[config.mk]
export PLATFORM = sky130hd
export DESIGN_NAME = serial_adder
export DESIGN_NICKNAME = d
export VERILOG_FILES = /design/src/rtl/serial_adder.sv
export SDC_FILE = /design/constraint.sdc
export NUM_CORES = 1
export LEC_CHECK = 0
export ABC_CLOCK_PERIOD_IN_PS = 1700
export CORE_MARGIN = 4
export CORE_UTILIZATION = 33
export CTS_CLUSTER_SIZE = 40
export DETAILED_ROUTE_END_ITERATION = 10
export PLACE_DENSITY = 0.63
export SYNTH_ARGS = -nofsm -noshare
export SYNTH_HDL_FRONTEND = slang
export SYNTH_SLANG_ARGS = --single-unit
[constraint.sdc]
create_clock -name clk -period 1.7 [get_ports clk]
set_input_delay 0.34 -clock clk [delete_from_list [all_inputs] [get_ports clk]]
set_output_delay 0.34 -clock clk [all_outputs]
set_load 0.005 [all_outputs]
[src/rtl/serial_adder.sv]
// Bit-serial adder (optional subtract with SERIAL_SUB_EN): one full-adder cell plus a carry flop, LSB first.
// Latency WIDTH edges after the accepting edge; start is ignored while busy, and results hold until the next completion.
module serial_adder #(
    parameter int WIDTH = 8,
    parameter int CNT_W = $clog2(WIDTH + 1)
) (
    input  logic             clk,
    input  logic             rst,
    input  logic             start,
    input  logic [WIDTH-1:0] a,
    input  logic [WIDTH-1:0] b,
`ifdef SERIAL_SUB_EN
    input  logic             sub,
`endif
    output logic             busy,
    output logic             done,
    output logic [WIDTH-1:0] sum,
    output logic             cout,
    output logic             ovf
);

    typedef enum logic {IDLE, RUN} state_t;

    state_t           state_q, state_d;
    logic [WIDTH-1:0] sha_q, sha_d;
    logic [WIDTH-1:0] shb_q, shb_d;
    logic [WIDTH-1:0] res_q, res_d;
    logic [WIDTH-1:0] sum_q, sum_d;
    logic [CNT_W-1:0] cnt_q, cnt_d;
    logic             carry_q, carry_d;
    logic             done_q, done_d;
    logic             cout_q, cout_d;
    logic             ovf_q, ovf_d;

    logic             sub_i;
    logic             bit_s;
    logic             bit_c;
    logic             last_bit;
    logic             accept;

`ifdef SERIAL_SUB_EN
    assign sub_i = sub;
`else
    assign sub_i = 1'b0;
`endif

    assign bit_s    = sha_q[0] ^ shb_q[0] ^ carry_q;
    assign bit_c    = (sha_q[0] & shb_q[0]) | (sha_q[0] & carry_q) | (shb_q[0] & carry_q);
    assign last_bit = (cnt_q == CNT_W'(WIDTH - 1));
    assign accept   = (state_q == IDLE) && start;

    always_ff @(posedge clk or posedge rst) begin
        if (rst) begin
            state_q <= IDLE;
            sha_q   <= '0;
            shb_q   <= '0;
            res_q   <= '0;
            sum_q   <= '0;
            cnt_q   <= '0;
            carry_q <= 1'b0;
            done_q  <= 1'b0;
            cout_q  <= 1'b0;
            ovf_q   <= 1'b0;
        end else begin
            state_q <= state_d;
            sha_q   <= sha_d;
            shb_q   <= shb_d;
            res_q   <= res_d;
            sum_q   <= sum_d;
            cnt_q   <= cnt_d;
            carry_q <= carry_d;
            done_q  <= done_d;
            cout_q  <= cout_d;
            ovf_q   <= ovf_d;
        end
    end

    always_comb begin
        state_d = state_q;
        case (state_q)
            IDLE:    if (start) state_d = RUN;
            RUN:     if (last_bit) state_d = IDLE;
            default: state_d = IDLE;
        endcase
    end

    always_comb begin
        sha_d   = sha_q;
        shb_d   = shb_q;
        res_d   = res_q;
        sum_d   = sum_q;
        cnt_d   = cnt_q;
        carry_d = carry_q;
        done_d  = 1'b0;
        cout_d  = cout_q;
        ovf_d   = ovf_q;
        if (accept) begin
            // Subtraction is a + ~b + 1: invert B and preload the carry.
            sha_d   = a;
            shb_d   = sub_i ? ~b : b;
            carry_d = sub_i;
            res_d   = '0;
            cnt_d   = '0;
        end else if (state_q == RUN) begin
            sha_d   = sha_q >> 1;
            shb_d   = shb_q >> 1;
            res_d   = {bit_s, res_q[WIDTH-1:1]};
            carry_d = bit_c;
            cnt_d   = cnt_q + CNT_W'(1);
            if (last_bit) begin
                // carry_q is the carry into the MSB on this step.
                sum_d  = {bit_s, res_q[WIDTH-1:1]};
                cout_d = bit_c;
                ovf_d  = carry_q ^ bit_c;
                done_d = 1'b1;
                cnt_d  = '0;
            end
        end
    end

    always_comb begin
        busy = (state_q == RUN);
        done = done_q;
        sum  = sum_q;
        cout = cout_q;
        ovf  = ovf_q;
    end

endmodule

==> impl_metrics.prom <==
# TYPE chip_impl_metric gauge
chip_impl_metric{name="max_cap_viol_count",unit=""} 0
chip_impl_metric{name="drtIter0Drc",unit=""} 50
chip_impl_metric{name="timing.critical_path.buf_inv",unit=""} 1
chip_impl_metric{name="floorplan.core_area",unit="sq um"} 5107
chip_impl_metric{name="finalWorstPathRequiredPeriod",unit="ns"} 1.507
chip_impl_info{name="gr-max-usage-layer",value="met2"} 1
chip_impl_metric{name="routed_wirelength",unit="microns"} 3120
chip_impl_info{name="cts_tree",value="done"} 1
chip_impl_info{name="hold_path.class",value="input pin to asynchronous set/reset pin"} 1
chip_impl_metric{name="cts.reportedPaths.clkPinSlew",unit="ns"} 0.07
chip_impl_metric{name="globalRoute.totalOverflow",unit=""} 0
chip_impl_metric{name="timing_hold_violations_final",unit=""} 0
chip_impl_info{name="rsz0062_at_grt",value="false"} 1
chip_impl_metric{name="floorplan.initialDensity",unit="%"} 34.03
chip_impl_metric{name="synthesis.area_per_instance",unit="sq um"} 11.43
chip_impl_metric{name="clkLatencyLatePin",unit="ns"} 0.29
chip_impl_metric{name="synth_sequential_area_ratio",unit="%"} 57.60
chip_impl_metric{name="cts_hold_buf",unit=""} 0
chip_impl_info{name="startpoint_type",value="register"} 1
chip_impl_metric{name="drcViolationCount",unit=""} 0
chip_impl_metric{name="slew-limit-headroom",unit="%"} 73.45
chip_impl_metric{name="antenna_cells",unit=""} 0
chip_impl_metric{name="cts_resized",unit=""} 0
chip_impl_metric{name="synth.ff_latch_count",unit=""} 40
chip_impl_info{name="cell_by_cell_listing_of_the_critical_path",value="clkdlybuf4s50_1"} 1
chip_impl_metric{name="numPortBuffers",unit=""} 30
chip_impl_metric{name="post-cts-setup-buffers",unit=""} 0
chip_impl_metric{name="post_drt_via_cell_ratio",unit=""} 4.531
chip_impl_metric{name="top_level_ports",unit=""} 31
chip_impl_metric{name="fin_worst_hold_slack",unit="ns"} 0.4030
chip_impl_metric{name="drt-pass1-iter-count",unit=""} 4
chip_impl_metric{name="gpl.final_weighted_congestion",unit=""} 0.6829
chip_impl_info{name="combinational_family_with_the_most_area_after_synthesis",value="multiplexers"} 1
chip_impl_metric{name="compound_gate_portion_of_the_synthesized_area",unit="%"} 8.783
chip_impl_metric{name="grt_pass1_wl",unit="microns"} 5430
chip_impl_metric{name="mappedNetlistNets",unit=""} 173
chip_impl_metric{name="syn_inst",unit=""} 152
chip_impl_metric{name="power.static_leakage",unit="nW"} 1.013
chip_impl_metric{name="fmax",unit="MHz"} 663.4
chip_impl_metric{name="dp_hpwl",unit="microns"} 2101
chip_impl_metric{name="worst_clock_skew",unit="ns"} 0.002949
chip_impl_metric{name="groute.layer.met3.usage",unit="%"} 4.036
chip_impl_metric{name="clock_path_buffers",unit=""} 2
chip_impl_metric{name="crit_fanout",unit=""} 2
chip_impl_metric{name="post_synth_instance_area",unit="sq um"} 1738
chip_impl_metric{name="worst-slew-pin-transition",unit="ns"} 0.3968
chip_impl_metric{name="critical_path_required",unit="ns"} 1.36
chip_impl_metric{name="globalRouteTotalUtil",unit="%"} 11.11
chip_impl_metric{name="setup_violations",unit=""} 0
chip_impl_info{name="layout.cells.most_common_list",value="40 x dfrtp_1, 30 x clkdlybuf4s50_1, 25 x nand2_1"} 1
chip_impl_metric{name="grt_start_max_net_pins",unit=""} 41
chip_impl_metric{name="grt_antenna_before_repair",unit=""} 0
chip_impl_metric{name="final_nets",unit=""} 205
chip_impl_metric{name="worst_ir_drop_vdd",unit="mV"} 0.6231
chip_impl_metric{name="placement_rows",unit=""} 26
chip_impl_info{name="timing.critical_path.max_delay_family",value="buffers and inverters"} 1
chip_impl_metric{name="number_of_global_route_vias_before_repair",unit=""} 1096
chip_impl_metric{name="timing.final.max_slew_violations",unit=""} 0
chip_impl_info{name="cts-root-buf",value="clkbuf_8"} 1
chip_impl_metric{name="instances_no_fill",unit=""} 254
chip_impl_metric{name="grt.met2_usage",unit="%"} 15.81
chip_impl_metric{name="layout_worst_path_cycle_share",unit="%"} 88.66
chip_impl_metric{name="area_fraction_in_and_or_nand_and_nor_cells_after_synthesis",unit="%"} 12.38
chip_impl_metric{name="placed_cells_incl_taps",unit=""} 247
chip_impl_metric{name="synth-warning-count",unit=""} 0
chip_impl_metric{name="vias",unit=""} 1151
chip_impl_metric{name="chipWidth",unit="microns"} 80.57
chip_impl_metric{name="sum_of_negative_setup_slack",unit="ns"} 0
chip_impl_metric{name="cp.arrival",unit="ns"} 1.17
chip_impl_metric{name="synth_xor_xnor_area_share",unit="%"} 0.5040
chip_impl_info{name="slowest_stage",value="clkdlybuf4s50_1"} 1
chip_impl_metric{name="synth.lib_cells_used.distinct",unit=""} 22
chip_impl_metric{name="max_stage_delay",unit="ns"} 0.51
chip_impl_info{name="worst-setup-path-type",value="register to output port"} 1
chip_impl_metric{name="share_of_synthesized_cell_area_in_full_adder_half_adder_and_majority_cells",unit="%"} 1.872
chip_impl_metric{name="cts.htree.levels",unit=""} 2
chip_impl_metric{name="cellPowerDensity",unit="nW/um^2"} 1469
chip_impl_metric{name="routed_wire_length_per_instance",unit="microns"} 12.28
chip_impl_metric{name="area_of_the_die",unit="sq um"} 6492
chip_impl_metric{name="use_met1",unit="%"} 15.19
chip_impl_metric{name="cts-buffers-inserted",unit=""} 5
chip_impl_info{name="worst_setup_path_end_kind",value="output port"} 1
chip_impl_info{name="most_common_cell_after_layout_fill_and_taps_aside",value="dfrtp_1"} 1
chip_impl_info{name="run_status",value="finished clean"} 1
chip_impl_metric{name="flow.area_growth_from_synthesis",unit="%"} 28.22
chip_impl_metric{name="fill_cells",unit=""} 504
chip_impl_metric{name="synthMuxAreaShare",unit="%"} 14.97
chip_impl_metric{name="drive_above_1_share",unit="%"} 10.33
chip_impl_metric{name="detail-route-antenna-nets",unit=""} 0
chip_impl_metric{name="report.power.total",unit="mW"} 3.273
chip_impl_metric{name="dieHeight",unit="microns"} 80.57
chip_impl_metric{name="clkSinkCount",unit=""} 40
-- layer usage --
metal | up-vias | routed length (microns) | part of all wire (%)
met1 | 547 | 1509 | 48
li1 | 573 | - | -
met4 | 0 | 53 | 1.7
met2 | 25 | 1377 | 44
met3 | 6 | 180 | 5.8
met5 | - | 0 | 0
-- cell usage after synthesis, drive strengths merged --
cell type,number,area share (%)
nand3,1,0.29
nor2b,1,0.36
mux2,7,5.2
nor2,4,0.86
inv,5,1.1
xor2,1,0.50
ha,1,0.72
dfrtp,40,58
clkbuf,2,0.43
fa,1,1.2
o21ai,24,6.9
mux2i,17,9.8
nand2b,8,2.9
nand3b,2,0.86
nand4b,1,1.4
o31ai,2,0.86
buf,7,2.4
a22o,2,1.0
nand4,1,0.36
nand2,25,5.4
-- where the power goes --
group | switching [mW] | leakage [nW] | internal, mW
Clock | 0.312 | 0.0503 | 0.361
Sequential | 0.229 | 0.527 | 1.31
Combinational | 0.480 | 0.435 | 0.584
Total | 1.02 | 1.01 | 2.25
-- state kept, by name (all words and copies together), names as in the netlist --
name and flops:
busy 1, carry_q 1, cnt_q 4, cout 1, done 1, ovf 1
res_q 7, sha_q 8, shb_q 8, sum 8
-- stage by stage --
step	instance area, sq um	util [%]	worst slack, ns
final	2228	43.63	0.1927
after global routing	2228	43.63	0.1390
after CTS	2228	43.63	0.1663
after detailed placement	2132	41.74	0.1838
after global placement	2132	41.74	0.2192
after floorplan	1738	-	0.3695
-- worst reg2reg max path, stage by stage, from the launching register on --
cell and delay [ns]:
dfrtp_1 0.38, ha_1 0.30, nand4b_4 0.28, mux2_4 0.37
-- kinds of logic (layout without fill, tap and decap cells) --
logic type / Yosys count / count (layout)
flops: 40 / 40
mux: 24 / 24
fa+ha+maj: 2 / 2
simple gates: 43 / 43
buf+inv: 14 / 46
xor+xnor: 1 / 1
compound gates: 28 / 28
-- path summary, 6_finish.rpt --
| path | start | endpoint | cells after the start | slack [ns] |
|---|---|---|---|---|
| worst max-delay path | sum[2] | sum[2] | 1 | 0.19 |
| worst min register to register | sha_q[1] | sha_q[0] | 2 | 0.48 |
| worst min-delay path | rst | cnt_q[0] | 3 | 0.40 |
| max in group asynchronous | rst | sha_q[1] | 3 | 1.10 |
| min in group clk | sha_q[1] | sha_q[0] | 2 | 0.48 |
| worst max register to register | cnt_q[0] | sum[0] | 3 | 0.26 |
-- layout make-up --
| cell class | count | area (sq um) | share of cell area [%] |
|---|---|---|---|
| flip-flops and latches | 40 | 1001 | 44.92 |
| clock buffers | 7 | 96.34 | 4.323 |
| multi-input cells | 98 | 669.4 | 30.04 |
| repair buffers | 34 | 355.3 | 15.95 |
| well taps | 70 | 87.58 | 3.930 |
| inverters | 5 | 18.77 | 0.8422 |
Power figures use the tool's default switching activity.
